$ cat src/rtl/mem_port_arbiter_pkg.sv
// Shared constants and types for the memory port arbiter.
//   - arb_state_t : arbiter FSM encodings (2-bit)
//   - owner_t     : which cache currently owns the memory port
//   - LINE_WIDTH  : bits per cache line (LINE_WORDS * WORD_SIZE)
//   - sat_inc     : saturating increment for the grant counters
package mem_port_arbiter_pkg;

  localparam int WORD_SIZE_DEF  = 16;
  localparam int LINE_WORDS_DEF = 4;
  localparam int LINE_WIDTH     = LINE_WORDS_DEF * WORD_SIZE_DEF;
  localparam int CNT_WIDTH      = 16;

  typedef enum logic [1:0] {
    ARB_IDLE = 2'd0,
    ARB_BUSY = 2'd1,
    ARB_DONE = 2'd2
  } arb_state_t;

  typedef enum logic {
    OWNER_I = 1'b0,
    OWNER_D = 1'b1
  } owner_t;

  // Counters stick at all-ones instead of wrapping.
  function automatic logic [CNT_WIDTH-1:0] sat_inc(input logic [CNT_WIDTH-1:0] v);
    return (v == '1) ? v : v + 1'b1;
  endfunction

endpackage

$ cat src/rtl/mem_port_arbiter_rr2.sv
// Two-requester round-robin picker.
//   Clk, Reset   : clock, synchronous active-high reset
//   i_req, d_req : requests from the I-cache and D-cache
//   update       : the pick is being taken this cycle, remember it
//   grant_valid  : at least one request is present
//   grant_owner  : combinational winner (ties go to the side opposite last_grant)
//   last_grant   : registered owner of the most recent taken grant
module arb_rr2
  import mem_port_arbiter_pkg::*;
(
  input  logic   Clk,
  input  logic   Reset,
  input  logic   i_req,
  input  logic   d_req,
  input  logic   update,
  output logic   grant_valid,
  output owner_t grant_owner,
  output owner_t last_grant
);

  owner_t last_q;

  always_comb begin
    grant_valid = i_req | d_req;
    grant_owner = OWNER_I;
    if (i_req && d_req) begin
      grant_owner = (last_q == OWNER_I) ? OWNER_D : OWNER_I;
    end else if (d_req) begin
      grant_owner = OWNER_D;
    end
  end

  // Resetting to I means the D-cache wins the very first tie.
  always_ff @(posedge Clk) begin
    if (Reset) begin
      last_q <= OWNER_I;
    end else if (update && grant_valid) begin
      last_q <= grant_owner;
    end
  end

  assign last_grant = last_q;

endmodule

$ cat src/rtl/mem_port_arbiter.sv
// Shares one external memory port between I-cache line fills and D-cache
// line fills / writebacks, one whole line per transfer.
//
// Handshake: a requester raises req with address (and, for D, d_write and
// d_wdata) and holds everything until its done pulse. Address, data and
// direction are latched at grant, so later changes are ignored. req is not
// looked at in DONE; a requester that still has req high in the IDLE cycle
// after done is granted again.
//
// Ports:
//   Clk, Reset                     clock, synchronous active-high reset
//   i_req/i_addr/i_done/i_rdata    I-cache fill interface
//   d_req/d_write/d_addr/d_wdata   D-cache request interface
//   d_done/d_rdata                 D-cache completion
//   mem_readM/mem_writeM           memory strobes, high only in BUSY
//   mem_address/mem_wdata          latched line address (bits [1:0]=0) / data
//   mem_rdata                      line returned by memory
//   grant_i_cnt/grant_d_cnt        saturating completed-grant counters
//   state_dbg/last_grant_dbg       FSM state and round-robin pointer
module mem_port_arbiter
  import mem_port_arbiter_pkg::*;
#(
  parameter int WORD_SIZE   = 16,
  parameter int LINE_WORDS  = 4,
  parameter int MEM_LATENCY = 2
) (
  input  logic                            Clk,
  input  logic                            Reset,
  input  logic                            i_req,
  input  logic [WORD_SIZE-1:0]            i_addr,
  output logic                            i_done,
  output logic [LINE_WORDS*WORD_SIZE-1:0] i_rdata,
  input  logic                            d_req,
  input  logic                            d_write,
  input  logic [WORD_SIZE-1:0]            d_addr,
  input  logic [LINE_WORDS*WORD_SIZE-1:0] d_wdata,
  output logic                            d_done,
  output logic [LINE_WORDS*WORD_SIZE-1:0] d_rdata,
  output logic                            mem_readM,
  output logic                            mem_writeM,
  output logic [WORD_SIZE-1:0]            mem_address,
  output logic [LINE_WORDS*WORD_SIZE-1:0] mem_wdata,
  input  logic [LINE_WORDS*WORD_SIZE-1:0] mem_rdata,
  output logic [CNT_WIDTH-1:0]            grant_i_cnt,
  output logic [CNT_WIDTH-1:0]            grant_d_cnt,
  output arb_state_t                      state_dbg,
  output owner_t                          last_grant_dbg
);

  localparam int LW    = LINE_WORDS * WORD_SIZE;
  localparam int LAT_W = (MEM_LATENCY > 1) ? $clog2(MEM_LATENCY) : 1;
  localparam logic [LAT_W-1:0] LAT_LOAD = LAT_W'(MEM_LATENCY - 1);
  localparam logic [WORD_SIZE-1:0] LINE_MASK = {{(WORD_SIZE-2){1'b1}}, 2'b00};

  arb_state_t           state_q, state_d;
  owner_t               owner_q;
  logic                 wr_q;
  logic [WORD_SIZE-1:0] addr_q;
  logic [LW-1:0]        wdata_q;
  logic [LAT_W-1:0]     lat_q;
  logic [LW-1:0]        i_rdata_q, d_rdata_q;
  logic [CNT_WIDTH-1:0] i_cnt_q, d_cnt_q;

  logic                 grant_valid;
  owner_t               grant_owner;
  logic                 grant_take;
  logic [WORD_SIZE-1:0] grant_addr;

  arb_rr2 u_rr (
    .Clk         (Clk),
    .Reset       (Reset),
    .i_req       (i_req),
    .d_req       (d_req),
    .update      (grant_take),
    .grant_valid (grant_valid),
    .grant_owner (grant_owner),
    .last_grant  (last_grant_dbg)
  );

  assign grant_addr = ((grant_owner == OWNER_D) ? d_addr : i_addr) & LINE_MASK;

  // Next state and all FSM-derived outputs.
  always_comb begin
    state_d    = state_q;
    grant_take = 1'b0;
    mem_readM  = 1'b0;
    mem_writeM = 1'b0;
    i_done     = 1'b0;
    d_done     = 1'b0;
    unique case (state_q)
      ARB_IDLE: begin
        if (grant_valid) begin
          grant_take = 1'b1;
          state_d    = ARB_BUSY;
        end
      end
      ARB_BUSY: begin
        mem_readM  = ~wr_q;
        mem_writeM = wr_q;
        if (lat_q == '0) begin
          state_d = ARB_DONE;
        end
      end
      ARB_DONE: begin
        i_done  = (owner_q == OWNER_I);
        d_done  = (owner_q == OWNER_D);
        state_d = ARB_IDLE;
      end
      default: state_d = ARB_IDLE;
    endcase
  end

  always_ff @(posedge Clk) begin
    if (Reset) begin
      state_q   <= ARB_IDLE;
      owner_q   <= OWNER_I;
      wr_q      <= 1'b0;
      addr_q    <= '0;
      wdata_q   <= '0;
      lat_q     <= '0;
      i_rdata_q <= '0;
      d_rdata_q <= '0;
      i_cnt_q   <= '0;
      d_cnt_q   <= '0;
    end else begin
      state_q <= state_d;

      if (grant_take) begin
        owner_q <= grant_owner;
        // I-cache only ever fills; D-cache direction comes from d_write.
        wr_q    <= (grant_owner == OWNER_D) && d_write;
        addr_q  <= grant_addr;
        wdata_q <= (grant_owner == OWNER_D) ? d_wdata : '0;
        lat_q   <= LAT_LOAD;
      end else if (state_q == ARB_BUSY && lat_q != '0) begin
        lat_q <= lat_q - 1'b1;
      end

      // Memory data is valid on the last strobe cycle; writebacks keep rdata.
      if (state_q == ARB_BUSY && lat_q == '0 && !wr_q) begin
        if (owner_q == OWNER_I) i_rdata_q <= mem_rdata;
        else                    d_rdata_q <= mem_rdata;
      end

      if (state_q == ARB_DONE) begin
        if (owner_q == OWNER_I) i_cnt_q <= sat_inc(i_cnt_q);
        else                    d_cnt_q <= sat_inc(d_cnt_q);
      end
    end
  end

  assign mem_address = addr_q;
  assign mem_wdata   = wdata_q;
  assign i_rdata     = i_rdata_q;
  assign d_rdata     = d_rdata_q;
  assign grant_i_cnt = i_cnt_q;
  assign grant_d_cnt = d_cnt_q;
  assign state_dbg   = state_q;

endmodule

$ cat config.mk
export PLATFORM = sky130hd
export DESIGN_NAME = mem_port_arbiter
export DESIGN_NICKNAME = d
export VERILOG_FILES = /design/src/rtl/mem_port_arbiter_pkg.sv /design/src/rtl/mem_port_arbiter_rr2.sv /design/src/rtl/mem_port_arbiter.sv
export SDC_FILE = /design/constraint.sdc
export NUM_CORES = 1
export LEC_CHECK = 0
export ABC_AREA = 0
export ABC_CLOCK_PERIOD_IN_PS = 2200
export BUFFER_PORTS_ARGS = -buffer_cell sky130_fd_sc_hd__buf_4
export CORE_AREA = 2 2 161 163
export DETAILED_ROUTE_END_ITERATION = 8
export DIE_AREA = 0 0 163 165
export GPL_TIMING_DRIVEN = 0
export PLACE_DENSITY_LB_ADDON = 0.15
export SLEW_MARGIN = 5
export SYNTH_ARGS = -nofsm -noshare
export SYNTH_HDL_FRONTEND = slang
export SYNTH_HIERARCHICAL = 1
export SYNTH_SLANG_ARGS = --single-unit
$ cat constraint.sdc
create_clock -name Clk -period 2.2 [get_ports Clk]
set_input_delay 0.22 -clock Clk [delete_from_list [all_inputs] [get_ports Clk]]
set_output_delay 0.22 -clock Clk [all_outputs]
set_load 0.01 [all_outputs]
### Word level (Yosys, flattened, before mapping)

Cells that the tools add are included.

* equality and inequality tests: 6
* mux-type cells: 16
* reductions and logical operators: 14
* bitwise operators: 6
* $add $sub $neg: 3

Operator list (count)
* $mux W64: 1
* $add A16 B1 Y16 const B: 2
* $eq A16 B16 Y1 const B: 2
* $mux W16: 1
* $mux W1: 11
* $logic_and A1 B1 Y1: 6
* $reduce_and A2 Y1: 3
* $reduce_and A3 Y1: 2
* $not A1 Y1: 5
* $mux W2: 2
* $pmux W2 S2: 1
* $eq A2 B1 Y1 const B: 1
* $eq A2 B2 Y1 const B: 1
* $logic_not A2 Y1: 1
* $ne A2 B1 Y1 const B: 1
* $ne A2 B2 Y1 const B: 1
* $reduce_bool A2 Y1: 1
* $logic_not A1 Y1: 1
* $or A1 B1 Y1: 1
* $sub A1 B1 Y1 const B: 1

* register bits: 244
* bits of input ports: 165
* output and inout bits: 247
* logic and storage cells: 56

### Longest topological paths before layout

Gate-level depths: netlist of the first run.

* depth after elaboration: 4
* gate-level depth with buffers: 8
* mapped depth without buffers: 5

### Cells and area by module

The synthesis of the first run kept the hierarchy.

Modules (own cells, without submodules)
* mem_port_arbiter: sequential area each 4864.7 µm², times used 1, area each 9173.8 µm², cells an instance 1132
* arb_rr2: sequential area each 20.0 µm², times used 1, area each 60.1 µm², cells an instance 6

### Worst setup path after synthesis of the first run

Ideal clock, no wire load.

* kind: register to register
* start point: register d_cnt_q[0], in the netlist grant_d_cnt[0]
* end point: register d_cnt_q[12], in the netlist grant_d_cnt[12]
* library setup time: 0.070 ns
* buffers on the path: 1
* cell stages (with the launch flop): 7
* slack: 0.317 ns
* data required time: 2.130 ns
* period minus slack after synthesis: 1.883 ns
* data arrival time: 1.813 ns
* path through: dfxtp_1 -> ha_1 -> nand3_1 -> or3_1 -> clkbuf_1 -> or4_1 -> a21oi_1

* longest elaborated chain between the ends: 3
* elaborated cells on any way between the ends: 4
* those cells by class: 1 x add/sub; 1 x eq/ne; 1 x bitwise; 1 x reduce/logical

RTL lines
* from (decl): RTL line mem_port_arbiter.sv:62 `logic [CNT_WIDTH-1:0] i_cnt_q, d_cnt_q;`
* from (signal assigned): RTL line mem_port_arbiter.sv:147 `else d_cnt_q <= sat_inc(d_cnt_q);`
* branches (longest 3 deep; another with $add A16 B1 Y16)

Several ways; the timed one is not identified.
A chain may end at the register's enable or synchronous reset.

### Worst setup path after layout of the first run

* start point: register d_cnt_q[1], in the netlist grant_d_cnt[1]
* end point: register d_cnt_q[10], in the netlist grant_d_cnt[10]

Same word-level chain as after synthesis.

==> flow_summary_export.csv, run 1 <==
group,metric,value,unit
status,status,"complete, no violations",
final_layout,finish.utilization,60.2,%
critical_path,reg2reg_to,"grant_d_cnt[10]",
routing,drc,0,
yosys,synth_warnings,6,
timing,min_period,2.05,ns
yosys,async_flop_share,0,%
clocking,clock-sinks,244,
critical_path,path_delay_family,"simple AND/OR/NAND/NOR gates",
place,dp_hpwl,24900,um
floorplan,initial_utilization,36.9,%
floorplan,pin_count,412,
critical_path,cp.required,2.65,ns
timing,relSlewSlack,46.8,%
timing,rsz0062_at_grt,"no",
final_layout,layout_commonest_cell,"buf_4",
critical_path,cp_num_cells,6,
timing,hold_violations,0,
power,powerDensity,764,nW/um^2
critical_path,path_buf_inv,1,
global_routing,grt_max_degree,14,
routing,drtIter0Drc,535,
critical_path,cp-end-kind,"flop",
critical_path,critical_path_class,"flop to flop",
final_layout,fin_nets,1873,
critical_path,path_cells,"ha_1 > nand3_2 > or3_1 > clkbuf_1 > or4_1 > a21oi_1",
timing,worst_pin_slew,0.791,ns
clocking,clk_pin_slew_worst_paths,0.06,ns
critical_path,cpMaxStageDelayCell,"dfxtp_1",
floorplan,dieArea,26900,sq um
yosys,synth_seq_area_share,52.9,%
critical_path,cp_max_fo,8,
global_routing,grt_overflow,0,
yosys,netlist_area,9230,sq um
global_routing,grt_pass1_wl,50800,um
clocking,numCtsBuffers,28,
clocking,clock_path_buffers,3,
routing,viasPerCell,4.92,
min_path,min-delay-start,"i_addr[12]",
yosys,synth_seq_cells,244,
yosys,syn_avg_cell_area,8.11,sq um
critical_path,r2r_start,"grant_d_cnt[1]",
final_layout,layout_common_cells,"410 x buf_4, 330 x nand2_1, 244 x dfxtp_1",
place,dp_cells,1874,
clocking,cts_max_level,1,
job,maxCapViolCount,0,
clocking,clock_latency,0.53,ns
timing,fmax,488,MHz
yosys,synth_cell_types,47,
yosys,synthCells,1138,
floorplan,die_w,163,um
timing,finalSetupViolations,0,
final_layout,diodes,0,
floorplan,placementRows,58,
routing,vias,10100,
critical_path,crit_path_start_kind,"flop",
power,max-vdd-ir-drop,572,uV
min_path,min_path_type,"input pin to flop",
place,place_congestion,0.838,
yosys,synthFlopType,"dfxtp_1",
clocking,cts_tree,"done",
floorplan,fp.coreArea,25000,sq um
global_routing,grt_pass1_vias,9526,
global_routing,antenna_found_initial,0,
routing,route.antenna.remaining_nets,0,
min_path,hold_depth,3,
critical_path,rrSetupSlack,0.15,ns
final_layout,syn_to_final_growth,63.3,%
power,p_leak,6.29,nW
final_layout,stdcell_count,2058,
min_path,min_delay_worst_endpoint,"mem_address[12]",
routing,routed_wl,33900,um
place,portBuffers,405,
timing,finClkSkew,0.00692,ns
critical_path,critPathArrivalTime,2.50,ns
routing,routedWlPerCell,16.5,um
global_routing,grt_use_total,23.6,%
final_layout,fill_cells,2308,
final_layout,post_route_cells_drive_above_1_share,28.9,%
timing,drv_slew,0,
floorplan,fp.dieH,165,um
routing,first_pass_iters,5,
timing,setup_tns,0,ns
timing,period_share,93.2,%
critical_path,critPathMaxStageDelay,0.44,ns
clocking,clockRootBuffer,"clkbuf_16",
critical_path,reg2regPathDepth,6,
yosys,synth_edf_count,0,
timing repair:
action                                  in CTS  in global routing
hold buffers                               132                  0
resized for setup                            3                 13
endpoints found under the setup margin     115                181
pin swaps                                    0                  1
hold endpoints to repair                   193                  0
buffers inserted                             0                  3
through the flow:
step / hold WS, ns / setup slack, ns / cell area, sq um / total power, mW
2_1_floorplan: 0.282 / 0.317 / 9240 / 5.53
3_3_place_gp: 0.440 / -0.232 / 12700 / 6.36
3_5_place_dp: 0.445 / -0.288 / 12700 / 6.38
5_1_grt: 0.0323 / 0.0225 / 15100 / 12.0
4_1_cts: 0.0131 / 0.00113 / 15000 / 11.6
6_report: 0.0437 / 0.150 / 15100 / 11.5
metal layers:
layer  track usage [%]  vias to the layer above  routed length [um]  share of wire, %
met2              40.8                      359               16700                49
met1              29.1                     4676               13800                41
met3              4.97                       77                2090               6.1
met4              8.65                        0                1260               3.7
li1                  -                     5013                   -                 -
met5                 0                        -                   0                 0
final cells by class:
type | count | area [sq um] | share of cell area, %
Sequential cell | 244 | 4880 | 32.4
Timing Repair Buffer | 540 | 4380 | 29.1
Multi-Input combinational cell | 797 | 3990 | 26.4
Clock buffer | 40 | 847 | 5.62
Tap cell | 330 | 413 | 2.74
Buffer | 86 | 360 | 2.39
Clock inverter | 12 | 171 | 1.14
Inverter | 9 | 33.8 | 0.224
sequential cells by signal, indices dropped and copies added, names as in the netlist:
name,cells
mem_wdata,64
mem_address,14
u_rr/last_grant,1
d_rdata,64
owner_q,1
state_dbg,2
wr_q,1
lat_q,1
grant_d_cnt,16
i_rdata,64
grant_i_cnt,16
kinds of logic (layout without fill, tap and decap cells):
kind of cell             count (synthesis)  count (layout)  share of synthesized area [%]
other                                    1               2                         0.0406
AND/OR/NAND/NOR                        504             504                           24.4
multiplexers                            22              22                           2.47
AO/OA/AOI/OAI                          267             267                           15.7
adder cells (fa/ha/maj)                  2               2                          0.271
buffers and inverters                   98             687                           4.28
flip-flops                             244             244                           52.9
cell usage after synthesis (all sizes together) (4+ instances only):
| cell type | instances | share of area [%] |
|---|---|---|
| buf | 24 | 1.3 |
| dfxtp | 244 | 53 |
| mux2i | 16 | 1.7 |
| nand2b | 4 | 0.27 |
| mux2 | 6 | 0.73 |
| a211oi | 15 | 1.2 |
| nand3 | 77 | 4.2 |
| or3 | 9 | 0.61 |
| o21ai | 4 | 0.22 |
| inv | 9 | 0.37 |
| o31ai | 15 | 1.2 |
| clkbuf | 65 | 2.6 |
| nor2b | 6 | 0.41 |
| nor2 | 27 | 1.1 |
| nand2 | 330 | 13 |
| nor4 | 4 | 0.34 |
| or4 | 14 | 1.1 |
| a21oi | 224 | 12 |
| and4 | 4 | 0.38 |
| nand4 | 10 | 0.91 |
| nor3 | 6 | 0.33 |
worst max-delay path by stage:
stage / startpoint / end / slack [ns]
CTS: state_dbg[1] / d_rdata[44] / 0.001
detailed placement: state_dbg[1] / i_rdata[47] / -0.29
global placement: state_dbg[1] / i_rdata[48] / -0.23
floorplan: grant_d_cnt[0] / grant_d_cnt[12] / 0.32
global route: grant_d_cnt[1] / grant_d_cnt[10] / 0.02
finish: grant_d_cnt[1] / grant_d_cnt[10] / 0.15
power by group:
group / internal [mW] / switching, mW
registers: 4.63 / 0.125
logic: 0.827 / 0.908
clock network: 3.14 / 1.88
worst reg2reg max path: stages (launching register included):
cell	delay (ns)
dfxtp_1	0.44
ha_1	0.25
nand3_2	0.16
or3_1	0.38
clkbuf_1	0.18
or4_1	0.42
a21oi_1	0.16
Power figures use the tool's default switching activity.
==> run 2, diff against run 1 <==
Settings changed: GPL_ROUTABILITY_DRIVEN from default to 1, RECOVER_POWER from default to 50.
==> flow_summary_export.csv, run 2 (synthesis gave the netlist of run 1 again) <==
group,metric,value,unit
status,status,"complete, no violations",
final_layout,layout_commonest_cell,"nand2_1",
timing,hold_violations,0,
global_routing,antenna_found_initial,0,
global_routing,grt_overflow,0,
timing,hold_ws,0.0423,ns
timing,finClkSkew,0.00721,ns
timing,drv_slew,0,
critical_path,critical_path_class,"input pin to flop",
clocking,clk_pin_slew_worst_paths,0.06,ns
final_layout,stdcell_area,14200,sq um
clocking,clock-sinks,244,
final_layout,post_route_cells_drive_above_1_share,14.9,%
power,max-vdd-ir-drop,569,uV
critical_path,cp_max_fo,10,
final_layout,fin_nets,1873,
floorplan,initial_utilization,36.9,%
power,clockPowerShare,44.2,%
global_routing,grt_use_total,23.6,%
routing,vias,10100,
floorplan,die_w,163,um
clocking,numCtsBuffers,28,
clocking,clock_latency,0.53,ns
global_routing,grt_max_degree,14,
final_layout,multi_input_area,3990,sq um
timing,finalSetupViolations,0,
final_layout,syn_to_final_growth,53.5,%
routing,routed_wl,33900,um
power,seq_power_share,41.9,%
critical_path,cp.required,2.65,ns
power,p_leak,5.28,nW
critical_path,path_delay_family,"buffers and inverters",
critical_path,cpMostUsedCell,"clkbuf_1",
critical_path,path_buf_inv,4,
timing,min_period,2.05,ns
final_layout,final-seq-area,4880,sq um
global_routing,grt_pass1_vias,9526,
clocking,cts_max_level,1,
place,place_area,12700,sq um
power,swShare,25.6,%
power,power.total,11.3,mW
routing,routedWlPerCell,16.5,um
place,place_congestion,0.838,
final_layout,diodes,0,
routing,route.antenna.remaining_nets,0,
job,maxCapViolCount,0,
critical_path,critPathMaxStageDelay,0.55,ns
timing,fmax,487,MHz
clocking,clockRootBuffer,"clkbuf_16",
power,combPwrFrac,13.8,%
final_layout,fill_cells,2537,
critical_path,path_cells,"dlygate4sd3_1 > buf_4 > or2_2 > nand3_1 > clkbuf_1 > clkbuf_1 > nand2_1 > a21oi_1",
power,powerDensity,800,nW/um^2
routing,first_pass_iters,7,
critical_path,crit_path_start_kind,"input pin",
floorplan,pin_count,412,
floorplan,fp.dieH,165,um
clocking,clock_path_buffers,3,
floorplan,fp.coreArea,25000,sq um
final_layout,layout_common_cells,"330 x nand2_1, 303 x clkbuf_1, 244 x dfxtp_1",
routing,drc,0,
critical_path,critPathArrivalTime,2.51,ns
critical_path,cp-end-kind,"flop",
power,internal_power,8.44,mW
place,dp_hpwl,24900,um
timing,relSlewSlack,45.1,%
timing,worst_pin_slew,0.817,ns
floorplan,placementRows,58,
clocking,cts_tree,"done",
timing,setup_tns,0,ns
place,portBuffers,405,
routing,drtIter0Drc,582,
power,power_switching,2.90,mW
routing,viasPerCell,4.92,
min_path,min_path_type,"input pin to flop",
critical_path,cpMaxStageDelayCell,"dlygate4sd3_1",
floorplan,dieArea,26900,sq um
timing,rsz0062_at_grt,"no",
timing,period_share,93.3,%
global_routing,grt_pass1_wl,50800,um
## run 2: changes by cell type in the layout (fill, tap and decap cells not counted), sizes merged
| cell | delta |
|---|---|
| buf | -241 |
| clkbuf | +241 |
## run 2: power groups by stage
stage	Combinational [mW]	Clock [mW]	Sequential, mW
after global placement	1.52	0	4.84
final	1.57	5.02	4.75
after global routing	1.72	5.29	4.78
after CTS	1.73	5.13	4.76
after detailed placement	1.53	0	4.85
after floorplan	0.596	0	4.93
## run 2: final timing paths
kind / cells past startpoint / start / slack (ns) / end
worst max-delay path: 8 / d_req / 0.15 / mem_wdata[41]
worst min-delay path: 3 / i_addr[12] / 0.04 / mem_address[12]
worst max register to register: 6 / grant_d_cnt[1] / 0.16 / grant_d_cnt[10]
worst min register to register: 2 / mem_wdata[31] / 0.45 / mem_wdata[31]
## run 2: metrics by stage
step | instances | utilization (%) | worst slack, ns
2_1_floorplan | 1139 | - | 0.317
3_3_place_gp | 1874 | 50.7 | -0.232
3_5_place_dp | 1874 | 50.7 | -0.288
4_1_cts | 2056 | 60.1 | 0.00113
5_1_grt | 2058 | 56.6 | 0.0247
6_report | 2058 | 56.6 | 0.148
## run 2: area by class of cell
type	instances	share of cell area, %
Inverter	9	0.238
Timing Repair Buffer	540	24.5
Buffer	86	2.54
Clock inverter	12	1.21
Clock buffer	40	5.98
Sequential cell	244	34.5
Multi-Input combinational cell	797	28.1
Tap cell	330	2.91
## run 2: worst min-delay path, cell delays in order
cell and delay (ns):
buf_4 0.10, mux2i_1 0.11, a211oi_1 0.08
## run 2: timing repair
| item | 4_1_cts | 5_1_grt |
|---|---|---|
| endpoints found under the setup margin | 115 | 181 |
| gates resized for setup | 3 | 13 |
| pin swaps | 0 | 1 |
| hold buffers | 132 | 0 |
| hold endpoints to repair | 193 | 0 |
| setup buffers | 0 | 3 |
## run 2: metal layers
layer / vias up / global-route usage, % / routed length [um]
met5: - / 0 / 0
met4: 0 / 8.65 / 1230
li1: 5016 / - / -
met3: 77 / 4.97 / 2190
met2: 363 / 40.8 / 16700
met1: 4662 / 29.1 / 13700
